[config.mk]
export PLATFORM = sky130hd
export DESIGN_NAME = digit_serial_adder
export DESIGN_NICKNAME = d
export VERILOG_FILES = /design/src/rtl/serial_arith_pkg.sv /design/src/rtl/digit_adder.sv /design/src/rtl/digit_serial_adder.sv
export SDC_FILE = /design/constraint.sdc
export NUM_CORES = 1
export LEC_CHECK = 0
export CORE_UTILIZATION = 25
export CTS_BUF_LIST = sky130_fd_sc_hd__clkbuf_8
export CTS_CLUSTER_DIAMETER = 120
export DETAILED_ROUTE_END_ITERATION = 8
export GPL_TIMING_DRIVEN = 0
export SKIP_LAST_GASP = 1
export SYNTH_ARGS = -nofsm -noshare
export SYNTH_HDL_FRONTEND = slang
export SYNTH_HIERARCHICAL = 1
export SYNTH_SLANG_ARGS = --single-unit
[constraint.sdc]
create_clock -name clk -period 1.39 [get_ports clk]
set_clock_uncertainty 0.15 [all_clocks]
set_input_delay 0.3475 -clock clk [delete_from_list [all_inputs] [get_ports clk]]
set_output_delay 0.3475 -clock clk [all_outputs]
set_load 0.02 [all_outputs]
[src/rtl/serial_arith_pkg.sv]
// Shared definitions for the serial arithmetic blocks: FSM encoding and
// elaboration-time parameter checks.
package serial_arith_pkg;

    localparam logic [1:0] ST_IDLE = 2'd0;
    localparam logic [1:0] ST_RUN  = 2'd1;
    localparam logic [1:0] ST_DONE = 2'd2;

    typedef enum logic [1:0] {
        IDLE = ST_IDLE,
        RUN  = ST_RUN,
        DONE = ST_DONE
    } state_t;

    // True when the width can be split into whole digits.
    function automatic bit width_ok(int unsigned width, int unsigned digit);
        return (width >= 2) && (digit >= 1) && ((width % digit) == 0);
    endfunction

endpackage

[src/rtl/digit_adder.sv]
// Combinational DIGIT-bit ripple adder; also exposes the carry into its top
// bit so the caller can form the signed overflow flag.
module digit_adder #(
    parameter int unsigned DIGIT = 1
) (
    input  logic [DIGIT-1:0] x,
    input  logic [DIGIT-1:0] y,
    input  logic             cin,
    output logic [DIGIT-1:0] s,
    output logic             cout,
    output logic             c_msb_in
);

    logic carry;

    always_comb begin
        s        = '0;
        carry    = cin;
        c_msb_in = cin;
        for (int i = 0; i < int'(DIGIT); i++) begin
            c_msb_in = carry;
            s[i]     = x[i] ^ y[i] ^ carry;
            carry    = (x[i] & y[i]) | (carry & (x[i] ^ y[i]));
        end
        cout = carry;
    end

endmodule

[src/rtl/digit_serial_adder.sv]
// Digit-serial add/subtract unit: operands latched on start, processed
// LSB-first DIGIT bits per clock through a single registered carry.
module digit_serial_adder
    import serial_arith_pkg::*;
#(
    parameter int unsigned WIDTH = 8,
    parameter int unsigned DIGIT = 1
) (
    input  logic             clk,
    input  logic             rst,
    input  logic             start,
    input  logic             sub,
    input  logic [WIDTH-1:0] a,
    input  logic [WIDTH-1:0] b,
    output logic             busy,
    output logic             done,
    output logic [WIDTH-1:0] sum,
    output logic             cout,
    output logic             overflow
);

    localparam int unsigned N  = WIDTH / DIGIT;
    localparam int unsigned CW = (N > 1) ? $clog2(N) : 1;

    if (!width_ok(WIDTH, DIGIT)) begin : g_bad_cfg
        $error("digit_serial_adder: WIDTH must be >= 2 and a multiple of DIGIT");
    end

    state_t           state_q, state_d;
    logic [CW-1:0]    cnt_q, cnt_d;
    logic             carry_q, carry_d;
    logic [WIDTH-1:0] a_q, a_d;
    logic [WIDTH-1:0] b_q, b_d;
    logic [WIDTH-1:0] acc_q, acc_d;
    logic [WIDTH-1:0] sum_d;
    logic             cout_d, overflow_d, busy_d, done_d;

    logic [DIGIT-1:0] dsum;
    logic             dcout, dcmsb;

    digit_adder #(.DIGIT(DIGIT)) u_digit_adder (
        .x        (a_q[DIGIT-1:0]),
        .y        (b_q[DIGIT-1:0]),
        .cin      (carry_q),
        .s        (dsum),
        .cout     (dcout),
        .c_msb_in (dcmsb)
    );

    // Next-state, datapath and output-register logic
    always_comb begin
        state_d    = state_q;
        cnt_d      = cnt_q;
        carry_d    = carry_q;
        a_d        = a_q;
        b_d        = b_q;
        acc_d      = acc_q;
        sum_d      = sum;
        cout_d     = cout;
        overflow_d = overflow;

        case (state_q)
            IDLE, DONE: begin
                if (start) begin
                    state_d = RUN;
                    a_d     = a;
                    b_d     = sub ? ~b : b;
                    carry_d = sub;
                    cnt_d   = '0;
                end else begin
                    state_d = IDLE;
                end
            end
            RUN: begin
                a_d     = a_q >> DIGIT;
                b_d     = b_q >> DIGIT;
                carry_d = dcout;
                acc_d   = WIDTH'({dsum, acc_q} >> DIGIT);
                cnt_d   = cnt_q + CW'(1);
                if (cnt_q == CW'(N - 1)) begin
                    state_d    = DONE;
                    cnt_d      = '0;
                    sum_d      = acc_d;
                    cout_d     = dcout;
                    overflow_d = dcout ^ dcmsb;
                end
            end
            default: state_d = IDLE;
        endcase

        busy_d = (state_d == RUN);
        done_d = (state_d == DONE);
    end

    always_ff @(posedge clk) begin
        if (rst) begin
            state_q  <= IDLE;
            cnt_q    <= '0;
            carry_q  <= 1'b0;
            a_q      <= '0;
            b_q      <= '0;
            acc_q    <= '0;
            busy     <= 1'b0;
            done     <= 1'b0;
            sum      <= '0;
            cout     <= 1'b0;
            overflow <= 1'b0;
        end else begin
            state_q  <= state_d;
            cnt_q    <= cnt_d;
            carry_q  <= carry_d;
            a_q      <= a_d;
            b_q      <= b_d;
            acc_q    <= acc_d;
            busy     <= busy_d;
            done     <= done_d;
            sum      <= sum_d;
            cout     <= cout_d;
            overflow <= overflow_d;
        end
    end

endmodule

== Yosys cells after proc, flatten, opt, wreduce, memory -nomap -nowiden ==
Index checks and enable logic that the tools add are counted.

* Muxes and demuxes: 13
* Add/subtract/negate cells: 1
* Reduce and logical (&&, ||, !) cells: 5
* Bitwise logic cells: 7
* Equal/unequal tests: 6

{| class="wikitable"
|+ Operators by type and width
! operator !! number
|-
| one-hot mux 8 bit (2 select lines) || 2
|-
| 2-to-1 mux 8 bit || 3
|-
| inverter 8 bit || 1
|-
| 2-to-1 mux 3 bit || 2
|-
| one-hot mux 3 bit (2 select lines) || 1
|-
| equality test 2 x 1 -> 1 bit (second input constant) || 2
|-
| equality test 2 bit (second input constant) || 2
|-
| one-hot mux 2 bit (2 select lines) || 1
|-
| AND reduction 2 bit || 2
|-
| adder 3 x 1 -> 3 bit (second input constant) || 1
|-
| equality test 3 bit (second input constant) || 1
|-
| bitwise XOR 1 bit || 3
|-
| bitwise AND 1 bit || 2
|-
| logical NOT 2 bit || 1
|-
| 2-to-1 mux 1 bit || 2
|-
| 2-to-1 mux 2 bit || 1
|-
| != test 2 bit (second input constant) || 1
|-
| one-hot mux 1 bit (2 select lines) || 1
|-
| nonzero test 2 bit || 1
|-
| OR reduction 2 bit || 1
|-
| OR 1 bit || 1
|}

* Register bits: 42

== Logic depth before layout (Yosys ltp) ==
* Depth after elaboration: 4
* Gate-level depth with buffers: 6
* Mapped depth without buffers: 5

== Hierarchy ==
Netlist, hierarchy kept.

{| class="wikitable"
|+ By module, submodules not included
! module !! area each (µm²) !! times used !! cells each
|-
| digit_serial_adder || 1709.1 || 1 || 191
|-
| digit_adder || 27.5 || 1 || 2
|}

== Worst setup path before layout ==
OpenSTA, ideal clock, no wires.

* Path type: register -> register
* Start: reg cnt_q[0]
* End: reg overflow
* Clock period less this slack: 1.427 ns
* Cell stages (with the launch flop): 6
* Data required time: 1.154 ns
* Setup time: 0.086 ns
* Slack: -0.037 ns
* Data arrival time: 1.192 ns
* Cell sequence: dfxtp_1 -> ha_1 -> ha_1 -> and3b_2 -> buf_6 -> a211oi_1

* Longest elaborated chain between the ends: 2

{| class="wikitable"
|+ RTL lines
! item !! line !! source
|-
| start, declared || digit_serial_adder.sv:30 || <nowiki>logic [CW-1:0] cnt_q, cnt_d;</nowiki>
|-
| start signal, assigned || digit_serial_adder.sv:110 || <nowiki>cnt_q <= cnt_d;</nowiki>
|-
| equality test 3 bit || digit_serial_adder.sv:80 || <nowiki>if (cnt_q == CW'(N - 1)) begin</nowiki>
|-
| AND reduction 2 bit (no source line) || - ||
|-
| end signal, assigned || digit_serial_adder.sv:119 || <nowiki>overflow <= overflow_d;</nowiki>
|-
| end, declared || digit_serial_adder.sv:19 || <nowiki>output logic overflow</nowiki>
|}

No other way between the ends.
A chain may end at the register's enable or synchronous reset.

== Final worst setup path ==
* Start: reg cnt_q[1]
* End: reg sum[5]

* Longest elaborated chain between the ends: 2

{| class="wikitable"
|+ RTL lines
! item !! line !! source
|-
| equality test 3 bit || digit_serial_adder.sv:80 ||
|-
| AND reduction 2 bit (no source line) || - ||
|-
| end signal, assigned || digit_serial_adder.sv:117 || <nowiki>sum <= sum_d;</nowiki>
|-
| end, declared || digit_serial_adder.sv:17 || <nowiki>output logic [WIDTH-1:0] sum,</nowiki>
|}

No other way between the ends.

==> flow_summary.toml <==
[outcome]
outcome = "complete, but fails checks"
violations = "setup timing"

[pwr]
p_leak_nw = 0.8732
ir_worst_vdd_mv = 0.4305
p_total_w = 0.002601
pwr_density_cell_nw_per_um2 = 1088

[placed_design]
place_congestion = 0.7133
dp_slack_ns = -0.4131
io_buffers = 29
placed_area_um2 = 2135
hpwl_um = 2573
numPlacedInstances = 302

[grt]
antenna_found_initial = 0
grt_overflow_total = 0
grt_pass1_vias = 1445
grt_max_degree = 13
grt_pass1_wl_um = 6658
track_usage_pct = 11.87

[layout]
drive_above_1_share_pct = 32.91
fin_area_um2 = 2390
diodes = 0
syn_to_final_growth_pct = 37.61
final_util_pct = 35.37
mostFrequentLayoutCells = "dfxtp_1 (37), nand2_1 (27), a21oi_1 (23)"
seq_area_um2 = 828.3
multiInputGateArea_um2 = 892.1
fillers = 699
finalNetCount = 259
layout_commonest_cell = "dfxtp_1"
fin_cells = 317

[setup_path]
required_ns = 1.40
cp-start-kind = "flop"
max_stage_delay_ns = 0.34
critPathBufInv = 1
critPathCaptureType = "flop"
path_class = "reg2reg"
path_max_fanout = 5
worstPathArrival_ns = 1.42
worst_path_dominant_cell_family = "flip-flops"
cp_cell_sequence = "ha_4 -> ha_4 -> and3b_2 -> buf_6 -> nand2_2 -> a21oi_2"
r2r_setup_slack_ns = -0.02
slowest_stage = "dfxtp_2"
cp_common_cell = "ha_4"

[routing]
wl_met1_um = 1936
drtIter0Drc = 48
drt_first_pass_iters = 4
final_antenna_net_count = 0
drc = 0
wl_per_cell_um = 12.16
vias_per_cell = 4.615
highest_layer = "met4"
wl_um = 3854
dr_total_vias = 1463
dr_wl_met3_um = 150
wl_met2_um = 1692

[logic_synthesis]
synth_area_um2 = 1737
ys_warn_count = 6
syn_nets = 216
ys_ff_latch = 41
yosysSeqAreaShare_pct = 47.26
ys_types = 26
synth_cells = 193
synth_area_per_cell_um2 = 8.998

[clock_tree]
h-tree-depth = 2
cts-root-buf = "clkbuf_8"
cts.clk_slew.worst_paths_ns = 0.08
cts_tree = "built"
cts.path.max_buffers = 2
cts_sinks = 41
cts_buffers = 5
clk_latency_ns = 0.30

[sta]
worst_slack_ns = -0.01757
worst_pin_slew_ns = 0.6359
rsz0062_at_grt = "yes"
finalMaxSlewViolations = 0
fmaxAchievable_ghz = 0.7104
final_hold_viol_count = 0
period_needed_ns = 1.408
relSlewSlack_pct = 57.61
fin_crit_sh_pct = 101.3
finalSetupViolCount = 10

[die]
die_y_um = 85.35
pin_count = 32
core-area_um2 = 6756
row_count = 30
chipWidth_um = 85.35
start_util_pct = 25.70
die_area_um2 = 7284

[run]
cap_violations = 0

[hold_path]
hp-class = "in2reg"
state kept, by name (all words and copies together) (netlist names):
register	cells
a_q	8
b_q	8
sum	8
acc_q	7
cnt_q	3
state_q	2
busy	1
carry_q	1
cout	1
done	1
overflow	1
cell type report:
cell class,count,area share [%]
clock buffer,6,3.456
multi-input combinational,133,37.33
tap,80,4.188
clock inverter,2,1.414
sequential,41,34.66
buffer,18,6.387
timing repair buffer,37,12.57
power by group:
part | switching (W) | internal, W
clock | 0.000409 | 0.000578
sequential | 0.0000346 | 0.00122
combinational | 0.000175 | 0.000181
per-stage QoR:
stage	hold slack [ns]	setup TNS (ns)
2_1_floorplan	0.2821	0
3_3_place_gp	0.2926	-6.639
3_5_place_dp	0.2967	-6.992
4_1_cts	0.2078	-0.1074
5_1_grt	0.2293	-0.6000
6_report	0.2115	-0.1061
path summary, 6_finish.rpt:
path	from	cells past startpoint	to
max	cnt_q[1]	6	sum[5]
min	rst	2	overflow
max reg2reg	cnt_q[1]	6	sum[5]
min reg2reg	sum[7]	2	sum[7]
Yosys cell counts (all sizes together):
master | instances | area [um2]
a211oi | 1 | 7.510
a21oi | 35 | 190.2
a22oi | 15 | 112.6
a31oi | 1 | 6.260
and3b | 1 | 10.01
buf | 14 | 132.6
clkbuf | 5 | 18.77
dfxtp | 41 | 820.8
fa | 1 | 20.02
ha | 2 | 25.02
nand2 | 36 | 135.1
nand2b | 2 | 12.51
nand3 | 19 | 100.1
nand3b | 1 | 7.510
nor2 | 6 | 22.52
nor2b | 2 | 20.02
nor4b | 1 | 8.760
o21a | 1 | 7.510
xnor2 | 1 | 8.760
xor2 | 8 | 70.07
logic make-up after synthesis:
group	count (synthesis)	synth area share, %
AOI/OAI and AO/OA	53	18.66
xor gates and xnor gates	9	4.539
adders and majority gates	3	2.593
buffers and inverters	19	8.717
DFF	41	47.26
and+or+nand+nor	68	18.23
layer usage:
layer / up-vias / track usage, %
met5: - / 0
met4: 0 / 5.455
met3: 7 / 3.307
li1: 751 / -
met1: 674 / 15.36
met2: 31 / 18.40
what timing repair did:
action,CTS,global route
pin swaps,5,6
gates cloned,1,0
endpoints found under the setup margin,34,44
buffers inserted,7,0
gates resized for setup,66,20
hold buffers,0,0
Power figures use the tool's default switching activity.
